**src/rtl/cordic_vec.sv**
```systemverilog
// cordic_vec: iterative CORDIC vectoring engine, one micro-rotation per clock, returning atan2 angle and magnitude.
// Optional macro CORDIC_VEC_GAIN_COMP_EN adds a GAIN state that scales mag by 1/K so it reads in input units.
module cordic_vec #(
  parameter int ITER = 16
) (
  input  logic        clk,
  input  logic        rst_n,
  input  logic        start,
  input  logic [0:15] cos_in,
  input  logic [0:15] sine_in,
  output logic        busy,
  output logic        done,
  output logic [0:15] theta,
  output logic [0:16] mag
);

  typedef enum logic [1:0] {
    S_IDLE,
    S_ITER,
    S_GAIN,
    S_DONE
  } state_t;

  localparam logic [4:0] LAST_I = 5'(ITER - 1);

  state_t             state_q, state_d;
  logic signed [17:0] x_q, x_d;
  logic signed [17:0] y_q, y_d;
  logic        [15:0] z_q, z_d;
  logic        [4:0]  i_q, i_d;
  logic               zeroFlag_q, zeroFlag_d;
  logic               busy_q, busy_d;
  logic               done_q, done_d;
  logic        [15:0] theta_q, theta_d;
  logic        [16:0] mag_q, mag_d;

  logic signed [17:0] cosExt, sineExt;
  logic signed [17:0] xShift, yShift;

  // Arctangent of 2^-i in binary-angle units (65536 per turn).
  function automatic logic [15:0] atanEntry(input logic [4:0] idx);
    logic [15:0] a;
    case (idx)
      5'd0:    a = 16'd8192;
      5'd1:    a = 16'd4836;
      5'd2:    a = 16'd2555;
      5'd3:    a = 16'd1297;
      5'd4:    a = 16'd651;
      5'd5:    a = 16'd326;
      5'd6:    a = 16'd163;
      5'd7:    a = 16'd81;
      5'd8:    a = 16'd41;
      5'd9:    a = 16'd20;
      5'd10:   a = 16'd10;
      5'd11:   a = 16'd5;
      5'd12:   a = 16'd3;
      5'd13:   a = 16'd1;
      5'd14:   a = 16'd1;
      default: a = 16'd0;
    endcase
    return a;
  endfunction

  assign cosExt  = {{2{cos_in[0]}}, cos_in};
  assign sineExt = {{2{sine_in[0]}}, sine_in};
  assign xShift  = x_q >>> i_q;
  assign yShift  = y_q >>> i_q;

`ifdef CORDIC_VEC_GAIN_COMP_EN
  logic [34:0] gainProd;
  // 39797 is 1/K in Q0.16; the added half-LSB rounds to nearest.
  assign gainProd = 35'(unsigned'(x_q)) * 35'd39797 + 35'd32768;
`endif

  always_ff @(posedge clk) begin
    if (!rst_n) begin
      state_q    <= S_IDLE;
      x_q        <= '0;
      y_q        <= '0;
      z_q        <= '0;
      i_q        <= '0;
      zeroFlag_q <= 1'b0;
      busy_q     <= 1'b0;
      done_q     <= 1'b0;
      theta_q    <= '0;
      mag_q      <= '0;
    end else begin
      state_q    <= state_d;
      x_q        <= x_d;
      y_q        <= y_d;
      z_q        <= z_d;
      i_q        <= i_d;
      zeroFlag_q <= zeroFlag_d;
      busy_q     <= busy_d;
      done_q     <= done_d;
      theta_q    <= theta_d;
      mag_q      <= mag_d;
    end
  end

  always_comb begin
    state_d    = state_q;
    x_d        = x_q;
    y_d        = y_q;
    z_d        = z_q;
    i_d        = i_q;
    zeroFlag_d = zeroFlag_q;
    busy_d     = busy_q;
    done_d     = 1'b0;
    theta_d    = theta_q;
    mag_d      = mag_q;
    case (state_q)
      S_IDLE: begin
        if (start) begin
          // Fold left half-plane vectors into the right half-plane and start z at 180 degrees.
          if (cosExt < 0) begin
            x_d = -cosExt;
            y_d = -sineExt;
            z_d = 16'h8000;
          end else begin
            x_d = cosExt;
            y_d = sineExt;
            z_d = 16'h0000;
          end
          i_d        = '0;
          zeroFlag_d = (cosExt == 18'sd0) && (sineExt == 18'sd0);
          busy_d     = 1'b1;
          state_d    = S_ITER;
        end
      end
      S_ITER: begin
        if (!y_q[17]) begin
          x_d = x_q + yShift;
          y_d = y_q - xShift;
          z_d = z_q + atanEntry(i_q);
        end else begin
          x_d = x_q - yShift;
          y_d = y_q + xShift;
          z_d = z_q - atanEntry(i_q);
        end
        i_d = i_q + 5'd1;
        if (i_q == LAST_I) begin
`ifdef CORDIC_VEC_GAIN_COMP_EN
          state_d = S_GAIN;
`else
          state_d = S_DONE;
`endif
        end
      end
      S_GAIN: begin
`ifdef CORDIC_VEC_GAIN_COMP_EN
        x_d     = signed'(18'(gainProd >> 16));
`endif
        state_d = S_DONE;
      end
      S_DONE: begin
        theta_d = zeroFlag_q ? 16'h0000 : z_q;
        mag_d   = zeroFlag_q ? 17'd0 : x_q[16:0];
        done_d  = 1'b1;
        busy_d  = 1'b0;
        state_d = S_IDLE;
      end
      default: state_d = S_IDLE;
    endcase
  end

  assign busy  = busy_q;
  assign done  = done_q;
  assign theta = theta_q;
  assign mag   = mag_q;

endmodule

```
**config.mk**
```make
export PLATFORM = sky130hd
export DESIGN_NAME = cordic_vec
export DESIGN_NICKNAME = d
export VERILOG_FILES = /design/src/rtl/cordic_vec.sv
export SDC_FILE = /design/constraint.sdc
export NUM_CORES = 1
export LEC_CHECK = 0
export ABC_AREA = 1
export CORE_MARGIN = 2
export CORE_UTILIZATION = 40
export CTS_BUF_LIST = sky130_fd_sc_hd__clkbuf_4 sky130_fd_sc_hd__clkbuf_8 sky130_fd_sc_hd__clkbuf_16
export CTS_CLUSTER_SIZE = 20
export DETAILED_ROUTE_END_ITERATION = 8
export GPL_ROUTABILITY_DRIVEN = 0
export HOLD_SLACK_MARGIN = 0.12
export PLACE_DENSITY_LB_ADDON = 0.12
export SLEW_MARGIN = 20
export SYNTH_ARGS = -nofsm -noshare
export SYNTH_HDL_FRONTEND = slang
export SYNTH_SLANG_ARGS = --single-unit
```
**constraint.sdc**
```tcl
create_clock -name clk -period 3.9 [get_ports clk]
set_clock_uncertainty 0.15 [all_clocks]
set_input_delay 0.39 -clock clk [delete_from_list [all_inputs] [get_ports clk]]
set_output_delay 0.39 -clock clk [all_outputs]
set_load 0.02 [all_outputs]
```
# --- Yosys cells after proc, flatten, opt, wreduce, memory -nomap -nowiden ---
# Memory sizes are Yosys's and may differ from the RTL's. A register that Yosys moved wholly into a read port is not among the register bits.
# Cells that the tools add are included.
word_totals:
  inputBits: 35
  n_memories: 2
  rom_bits: 448
  reg_bits: 95
  output_inout_bits: 35
memory_table:
  columns: ["memory", "depth", "word_bits", "rd", "rd_ports_with_merged_regs", "write_ports", "line_no", "text"]
  rows:
  - ["(no name shown)", 16, 14, 1, 1, 0, "43", "case (idx)"]
  - ["(no name shown)", 16, 14, 1, 1, 0, "43", null]
classes:
  n_addsub: 9
  n_reduce_logical: 10
  eq_ne: 6
  magnitude_cmp: 1
  n_shift: 2
  mux: 32
ops:
  columns: ["op", "count"]
  rows:
  - ["2-to-1 mux 16 bit", 10]
  - ["2-to-1 mux 18 bit", 6]
  - ["one-hot mux 18 bit (2 select lines)", 2]
  - ["adder 18 bit", 2]
  - ["zero test 18 bit", 2]
  - ["negator 16 -> 18 bit", 2]
  - [">>> shifter 18 x 5 -> 18 bit", 2]
  - ["subtractor 18 bit", 2]
  - ["one-hot mux 16 bit (2 select lines)", 1]
  - ["2-to-1 mux 17 bit", 1]
  - ["adder 16 bit", 1]
  - ["less-than comparator 16 x 1 -> 1 bit (second input constant)", 1]
  - ["2-to-1 mux 4 bit", 4]
  - ["subtractor 16 bit", 1]
  - ["one-hot mux 5 bit (2 select lines)", 1]
  - ["one-hot mux 2 bit (4 select lines)", 1]
  - ["AND reduction 2 bit", 4]
  - ["adder 5 x 1 -> 5 bit (second input constant)", 1]
  - ["equality test 5 x 4 -> 1 bit (second input constant)", 1]
  - ["2-to-1 mux 5 bit", 1]
  - ["equality test 2 bit (second input constant)", 2]
  - ["2-to-1 mux 2 bit", 2]
  - ["inequality test 2 bit (second input constant)", 2]
  - ["nonzero test 2 bit", 2]
  - ["5 further kinds", 6]

# --- Logic depth before layout (Yosys ltp) ---
# Gate-level depths: netlist of the first run.
logic_depth:
  word_depth: 6
  ltp_mapped: 30
  ltp_nobuf: 28

# --- Least setup slack after synthesis of the first run ---
# No wires, ideal clock.
synth_timing:
  path_type: "reg2reg"
  startpoint: "register i_q[0]"
  endpoint: "register y_q[15]"
  stages_incl_launch_ff: 28
  setup_ns: 0.109
  setup_slack_ns: 0.178
  arrival_time_ns: 3.463
  path_buffers: 2
  t_required_ns: 3.641
  cell_sequence: "dfxtp_1 -> buf_6 -> inv_4 -> buf_8 -> nand2_1 -> nand3_2 -> nand3_1 -> nand2_1 -> nand2_1 -> nand2_1 -> nor2_4 -> ha_1 -> nand4_1 -> o31ai_1 -> xnor2_1 -> inv_1 -> ha_1 -> nand2_1 -> nor3_1 -> nand2_1 -> o211ai_1 -> a21oi_1 -> o21ai_0 -> a21oi_1 -> o21ai_0 -> nand3_1 -> nand2_1 -> inv_1"
synth_between:
  elab_chain_len: 4
  elab_cells_between_ends: 5
  classes_between: "add/sub (2); shift (1); mux (2)"
synth_lines:
  columns: ["element", "line_no", "text"]
  rows:
  - ["from (decl)", "30", "logic [4:0] i_q, i_d;"]
  - ["from (signal assigned)", "92", "i_q <= i_d;"]
  - [">>> shifter 18 x 5 -> 18 bit *", "66", "assign xShift = x_q >>> i_q;"]
  - ["subtractor 18 bit or adder 18 bit (tied branches)", "134, 138", null]
  - ["2-to-1 mux 18 bit *", "132", "if (!y_q[17]) begin"]
  - ["one-hot mux 18 bit (2 select lines) *", "112", "case (state_q)"]
  - ["to (signal assigned)", "90", "y_q <= y_d;"]
  - ["to (decl)", "28", "logic signed [17:0] y_q, y_d;"]
# Every way passes the cells marked *; elsewhere a longest branch is shown, timed or not.
# A chain may end at the register's enable or synchronous reset.

# --- Worst setup path after layout of the first run ---
# Same ends and word-level chain as after synthesis.

==> summary.md, run 1 <==
| Metric | Value |
|---|---|
| Status | `finished with violations` |
| Failing checks | `setup timing` |
| DRT iter0 DRCs | `1,151` |
| Post-synth EDFFs | `0` |
| Startpoint types | `flop` |
| Minimum clock period | `3.96 ns` |
| Worst Setup End Kind | `flop` |
| Largest family of logic cells by synthesized area | `simple AND/OR/NAND/NOR gates` |
| Vias in the first global route | `around 11,000` |
| HPWL Detailed | `between 20,000 and 30,000 um` |
| Initial Util | `0.406` |
| Post-synthesis adder-cell area fraction | `0.0882` |
| Final period utilization | `1.02` |
| Pre-CTS setup slack | `-0.261 ns` |
| Overflow after GRT | `0` |
| Worst-Skew Late Latency | `0.38 ns` |
| FFs w/ async S/R, synth | `0` |
| Distinct cells, synth | `52` |
| Yosys warns | `0` |
| Most common cell on crit path | `nand2_1` |
| Slew headroom | `0.337` |
| Die width | `164 um` |
| R2R depth | `23` |
| R2R Setup Slk | `-0.06 ns` |
| Share of layout cells above drive strength 1 | `0.200` |
| Sequential share of the synthesized area | `0.214` |
| Xor and xnor area share after synthesis | `0.0344` |
| # diodes | `0` |
| ANT nets after route | `0` |
| Crit path max fanout | `21` |
| Placed instance count | `2,178` |
| Maxcap violations | `0` |
| Clk buf depth | `2` |
| Final setup violating endpoints | `5` |
| Die H | `164 um` |
| CTS Buf Count | `9` |
| WL/cell | `16.5 um` |
| Mapped Cells | `1,678` |
| Tot GR Track Use | `0.262` |
| Final Max Slew Viols | `0` |
| Crit path launch | `i_q[0]$_SDFFE_PN0P_` |
| Layout Cells excl Fill | `2,208` |
| Synth Area in Compound Gates | `0.218` |
| RR Endpoint | `y_q[15]$_SDFFE_PN0P_` |
| Post-synth top area cell | `dfxtp_1` |
| Most common library cell in the layout ignoring fill and taps | `nand2_1` |
| H-tree Lvls | `3` |
| Root Buffer | `clkbuf_16` |
| Cts hold-fix bufs | `0` |
| CTS tree | `yes` |
| Slowest stage delay, CP | `0.47 ns` |
| First-pass GRT wire length | `55,600 um` |
| Total negative slack | `-0.180 ns` |
| Worst setup path endpoint | `y_q[15]$_SDFFE_PN0P_` |
| Routed vias/inst | `5.40` |
| RSZ-0062 raised after global routing | `true` |
| DRC | `0` |
| Simple-Gate Fraction of Synth Area | `0.342` |
| FILL cells | `2,572` |
| Mapped cell area | `10,200 um2` |
| Post-route setup slack | `-0.0643 ns` |
| Placeable Area | `25,100 um2` |
| CP required | `4.03 ns` |
| WS Path Type | `flop to flop` |
| IO buf count | `69` |
| Worst slew pin tran | `0.994 ns` |
| Clock slew at the register clock pins of the worst setup and hold paths | `approximately 0.11 ns` |
| Fmax | `252 MHz` |
| Routed vias | `~12,000` |
| WL final | `around 36,000 um` |
| Mux contribution to synthesized area | `0.00246` |
| Slowest CP cell | `nor3_1` |
| FP Rows | `58` |
| Fin nets | `1,978` |
| Top cell type's share of synthesized area | `0.214` |
| Cell breakdown of the critical path | `clkbuf_16 -> nand2_1 -> nand3_1 -> a21oi_1 -> nor3_1 -> nor2_4 -> nand2_1 -> nor2_4 -> a31oi_2 -> xnor2_1 -> inv_1 -> ha_4 -> nand2_2 -> nor3_4 -> nand2_1 -> o211ai_1 -> a21oi_2 -> o21ai_2 -> a21oi_1 -> o21ai_1 -> nand3_1 -> nand2_1 -> inv_1` |
| Initial antenna violation count | `0` |
| Arrival time worst endpoint | `4.09 ns` |
| Syn Area/Cell | `roughly 6.1 um2` |
| Number of iterations in the first detailed-routing pass | `8` |
| Sink Count | `about 110` |
| Most frequent cells in the layout | `409 x nand2_1, 181 x buf_4, 173 x a21oi_1, 167 x nand3_1, 155 x inv_1` |
| Area contributors post-synth | `dfxtp_1 21%, nand2_1 16%, a21oi_1 9.4%` |
| Post-synth top flop | `dfxtp_1` |
| WHS | `between 0.3 and 0.4 ns` |
| Largest net degree at the start of global routing | `56` |
| Area grow syn2layout | `30.6%` |
| Hold Crit Class | `flop to flop` |
| # IOs | `70` |
| Die Area | `26,800 um2` |
| Net count after synthesis | `around 1,800` |
| Reg2reg start | `i_q[0]$_SDFFE_PN0P_` |
| Yosys reg bits | `109` |
| Fin. Hold Viols | `0` |
[metrics by stage]
step,area (um2),utilization
6_report,13300,0.530
5_1_grt,13300,0.530
4_1_cts,12700,0.507
3_5_place_dp,12300,0.491
3_3_place_gp,12300,0.491
2_1_floorplan,10200,-
[cell type report]
type	count	area, um2	area share
well taps	330	413	0.0310
inverters	171	647	0.0486
clock inverters	7	93.8	0.00705
repair buffers	260	2240	0.169
multi-input cells	1322	7490	0.563
clock buffers	9	225	0.0169
flip-flops and latches	109	2190	0.164
[cell usage after synthesis (3+ instances only)]
| cell | n |
|---|---|
| o21a_1 | 4 |
| a221oi_1 | 3 |
| a211oi_1 | 3 |
| xor2_1 | 21 |
| buf_4 | 5 |
| buf_2 | 14 |
| nor3_1 | 23 |
| o21ai_1 | 15 |
| nor2_1 | 92 |
| buf_6 | 6 |
| o211ai_1 | 7 |
| a31oi_1 | 24 |
| inv_2 | 7 |
| o22ai_1 | 6 |
| o21ai_0 | 133 |
| nor4_1 | 3 |
| xnor2_1 | 19 |
| inv_1 | 160 |
| dfxtp_1 | 109 |
| nand3b_1 | 4 |
| nand2_2 | 14 |
| nand3_1 | 184 |
| clkbuf_1 | 40 |
| fa_1 | 3 |
| nand3_2 | 10 |
| nand2_1 | 432 |
| a21oi_1 | 191 |
| o31ai_1 | 5 |
| ha_1 | 67 |
| a21o_1 | 6 |
| nor2_4 | 4 |
| buf_1 | 10 |
| nand4_1 | 10 |
| nor2_2 | 14 |
| or2_2 | 6 |
[metal layers]
layer  track usage  up-vias  routed length, um
met4        0.0590        0                630
met1         0.389     5464              17500
met2         0.399      404              15500
li1              -     6023                  -
met3        0.0368       38               2710
met5             0        -                  0
[worst max-delay path: cells and delay by family (launching register included)]
family,cells,cell delay [ns]
AOI/OAI and AO/OA,7,0.95
xor gates and xnor gates,1,0.16
adders and majority gates,1,0.30
buffers and inverters,3,0.36
DFF,1,0.44
and+or+nand+nor,11,1.49
[cell families after synthesis]
kind of cell               after synthesis
buffers and inverters                  247
xor gates and xnor gates                40
AOI/OAI and AO/OA                      412
muxes                                    2
adders and majority gates               70
and+or+nand+nor                        798
DFF                                    109
[worst min-delay path by stage]
stage / startpoint / endpoint / slack (ns) / cells after the start
after CTS: theta[3]$_SDFFE_PN0P_ / theta[3]$_SDFFE_PN0P_ / 0.32 / 2
after floorplan: z_q[0]$_SDFFE_PN0P_ / theta[15]$_SDFFE_PN0P_ / 0.31 / 2
after global routing: theta[13]$_SDFFE_PN0P_ / theta[13]$_SDFFE_PN0P_ / 0.33 / 2
after global placement: theta[6]$_SDFFE_PN0P_ / theta[6]$_SDFFE_PN0P_ / 0.30 / 2
after detailed placement: theta[3]$_SDFFE_PN0P_ / theta[3]$_SDFFE_PN0P_ / 0.31 / 2
final: mag[9]$_SDFFE_PN0P_ / mag[9]$_SDFFE_PN0P_ / 0.32 / 2
[repair_timing]
item / 4_1_cts / 5_1_grt
buffers inserted: 2 / 10
endpoints found under the setup margin: 17 / 22
cloned: 0 / 2
gates resized for setup: 20 / 128
pin swaps: 3 / 25
Power of run 1 is not shown: default switching activity piles up to over one toggle a cycle in this logic, so the estimate is an artifact.
==> run 2: changes to the inputs <==
Settings changed: CORE_MARGIN 2 to 1.5, RECOVER_POWER set to 25.
==> summary.md, run 2 (synthesized netlist as in run 1, its figures left out) <==
| Metric | Value |
|---|---|
| Sink Count | `109 (unchanged)` |
| H-tree Lvls | `3 (unchanged)` |
| CP required | `4.08 ns (+0.05 ns)` |
| Status | `finished with violations` |
| Slowest stage delay, CP | `0.47 ns (about the same)` |
| WL/cell | `16.5 um (+0.31%)` |
| Die Area | `26,400 um2 (-1.2%)` |
| CTS Buf Count | `9 (unchanged)` |
| Worst Setup End Kind | `flop` |
| Clock slew at the register clock pins of the worst setup and hold paths | `0.10 ns (about the same)` |
| Arrival time worst endpoint | `4.17 ns (+0.08 ns)` |
| Die H | `163 um (-0.61%)` |
| DRC | `0 (unchanged)` |
| Initial Util | `0.406 (unchanged)` |
| Number of iterations in the first detailed-routing pass | `6 (-2)` |
| Area grow syn2layout | `34.7%` |
| Final Max Slew Viols | `36 (+36)` |
| Minimum clock period | `3.99 ns (+0.0286 ns)` |
| Initial antenna violation count | `0 (unchanged)` |
| Worst slew pin tran | `1.56 ns (+0.568 ns)` |
| FILL cells | `2,501 (-2.8%)` |
| Most common library cell in the layout ignoring fill and taps | `nand2_1` |
| Tot GR Track Use | `0.269 (+0.00688)` |
| Final period utilization | `1.02 (+0.00733)` |
| Failing checks | `capacitance limit, slew limit, setup timing` |
| WHS | `0.313 ns (-0.00532 ns)` |
| Final setup violating endpoints | `8 (+3)` |
| Slew headroom | `-0.0414 (-0.378)` |
| # IOs | `70 (unchanged)` |
| Crit path max fanout | `16 (-24%)` |
| Worst path bufs/invs | `5 (+2)` |
| Routed vias/inst | `5.41 (about the same)` |
| Fmax | `250 MHz (-0.72%)` |
| RSZ-0062 raised after global routing | `true` |
| Delay-heaviest family, CP | `simple AND/OR/NAND/NOR gates` |
| HPWL Detailed | `27,600 um (-0.41%)` |
| Slowest CP cell | `dfxtp_4` |
| Root Buffer | `clkbuf_16` |
| WL final | `36,900 um (+1.3%)` |
| Hold Crit Class | `flop to flop` |
| FP Rows | `58 (unchanged)` |
| Routed vias | `12,055 (+1.1%)` |
| Placeable Area | `25,100 um2 (unchanged)` |
| Post-route setup slack | `-0.0929 ns (-0.0286 ns)` |
| IO buf count | `69 (unchanged)` |
| Total negative slack | `-0.373 ns (-0.193 ns)` |
| Overflow after GRT | `0 (unchanged)` |
| # diodes | `0 (unchanged)` |
| Fin. Hold Viols | `0 (unchanged)` |
| First-pass GRT wire length | `55,900 um (+0.65%)` |
| Share of layout cells above drive strength 1 | `0.224 (+0.0235)` |
| CTS tree | `yes` |
| WS Path Type | `flop to flop` |
| Worst-Skew Late Latency | `0.38 ns (about the same)` |
| Final Core Density | `0.547 (+0.0167)` |
| Largest net degree at the start of global routing | `55 (-1.8%)` |
| Cts hold-fix bufs | `0 (unchanged)` |
| ANT nets after route | `0 (unchanged)` |
| Startpoint types | `flop` |
| Vias in the first global route | `10,519 (-0.12%)` |
| Maxcap violations | `1 (+1)` |
| Fin nets | `2,000 (+1.1%)` |
| Clk buf depth | `2 (unchanged)` |
| DRT iter0 DRCs | `1,116 (-3.0%)` |
| Die width | `163 um (-0.61%)` |
| Most frequent cells in the layout | `398 x nand2_1, 197 x buf_4, 171 x a21oi_1, 164 x nand3_1, 154 x inv_1` |
## run 2: path summary, 6_finish.rpt
check	cells after the start	slack (ns)	endpoint	startpoint
max	26	-0.09	y_q[17]$_SDFFE_PN0P_	i_q[0]$_SDFFE_PN0P_
min	2	0.31	mag[1]$_SDFFE_PN0P_	mag[1]$_SDFFE_PN0P_
max reg2reg	26	-0.09	y_q[17]$_SDFFE_PN0P_	i_q[0]$_SDFFE_PN0P_
min reg2reg	2	0.31	mag[1]$_SDFFE_PN0P_	mag[1]$_SDFFE_PN0P_
## run 2: worst min-delay path, delay by kind of cell, from the launching register on
kind | cells | cell delay [ns]
AOI/OAI and AO/OA | 1 | 0.05
DFF | 1 | 0.32
and+or+nand+nor | 1 | 0.06
## run 2: per-stage QoR
stage	setup WS (ns)	instances	instance area, um2
floorplan	0.178	1678	10200
global placement	-0.226	2192	12400
detailed placement	-0.303	2192	12400
CTS	-0.0528	2215	12900
global route	-0.330	2230	13700
finish	-0.0929	2230	13700
## run 2: area by class of cell
| type | count | area [um2] | area share |
|---|---|---|---|
| multi-input cells | 1322 | 7680 | 0.559 |
| clock inverters | 7 | 93.8 | 0.00684 |
| inverters | 171 | 658 | 0.0480 |
| clock buffers | 9 | 225 | 0.0164 |
| flip-flops and latches | 109 | 2190 | 0.159 |
| well taps | 330 | 413 | 0.0301 |
| repair buffers | 282 | 2470 | 0.180 |
## run 2: per-layer routing
layer / vias up / track usage / part of all wire
met1: 5587 / 0.392 / 0.49
met4: 0 / 0.0867 / 0.027
met2: 338 / 0.406 / 0.43
li1: 6078 / - / -
met5: - / 0 / 0
met3: 52 / 0.0354 / 0.058
## run 2: repair_timing
item / 4_1_cts / 5_1_grt
gates resized for setup: 37 / 157
setup endpoints to repair: 19 / 24
setup buffers: 7 / 12
cloned: 0 / 4
pin swaps: 12 / 57
Power of run 2 is left out for the same reason.
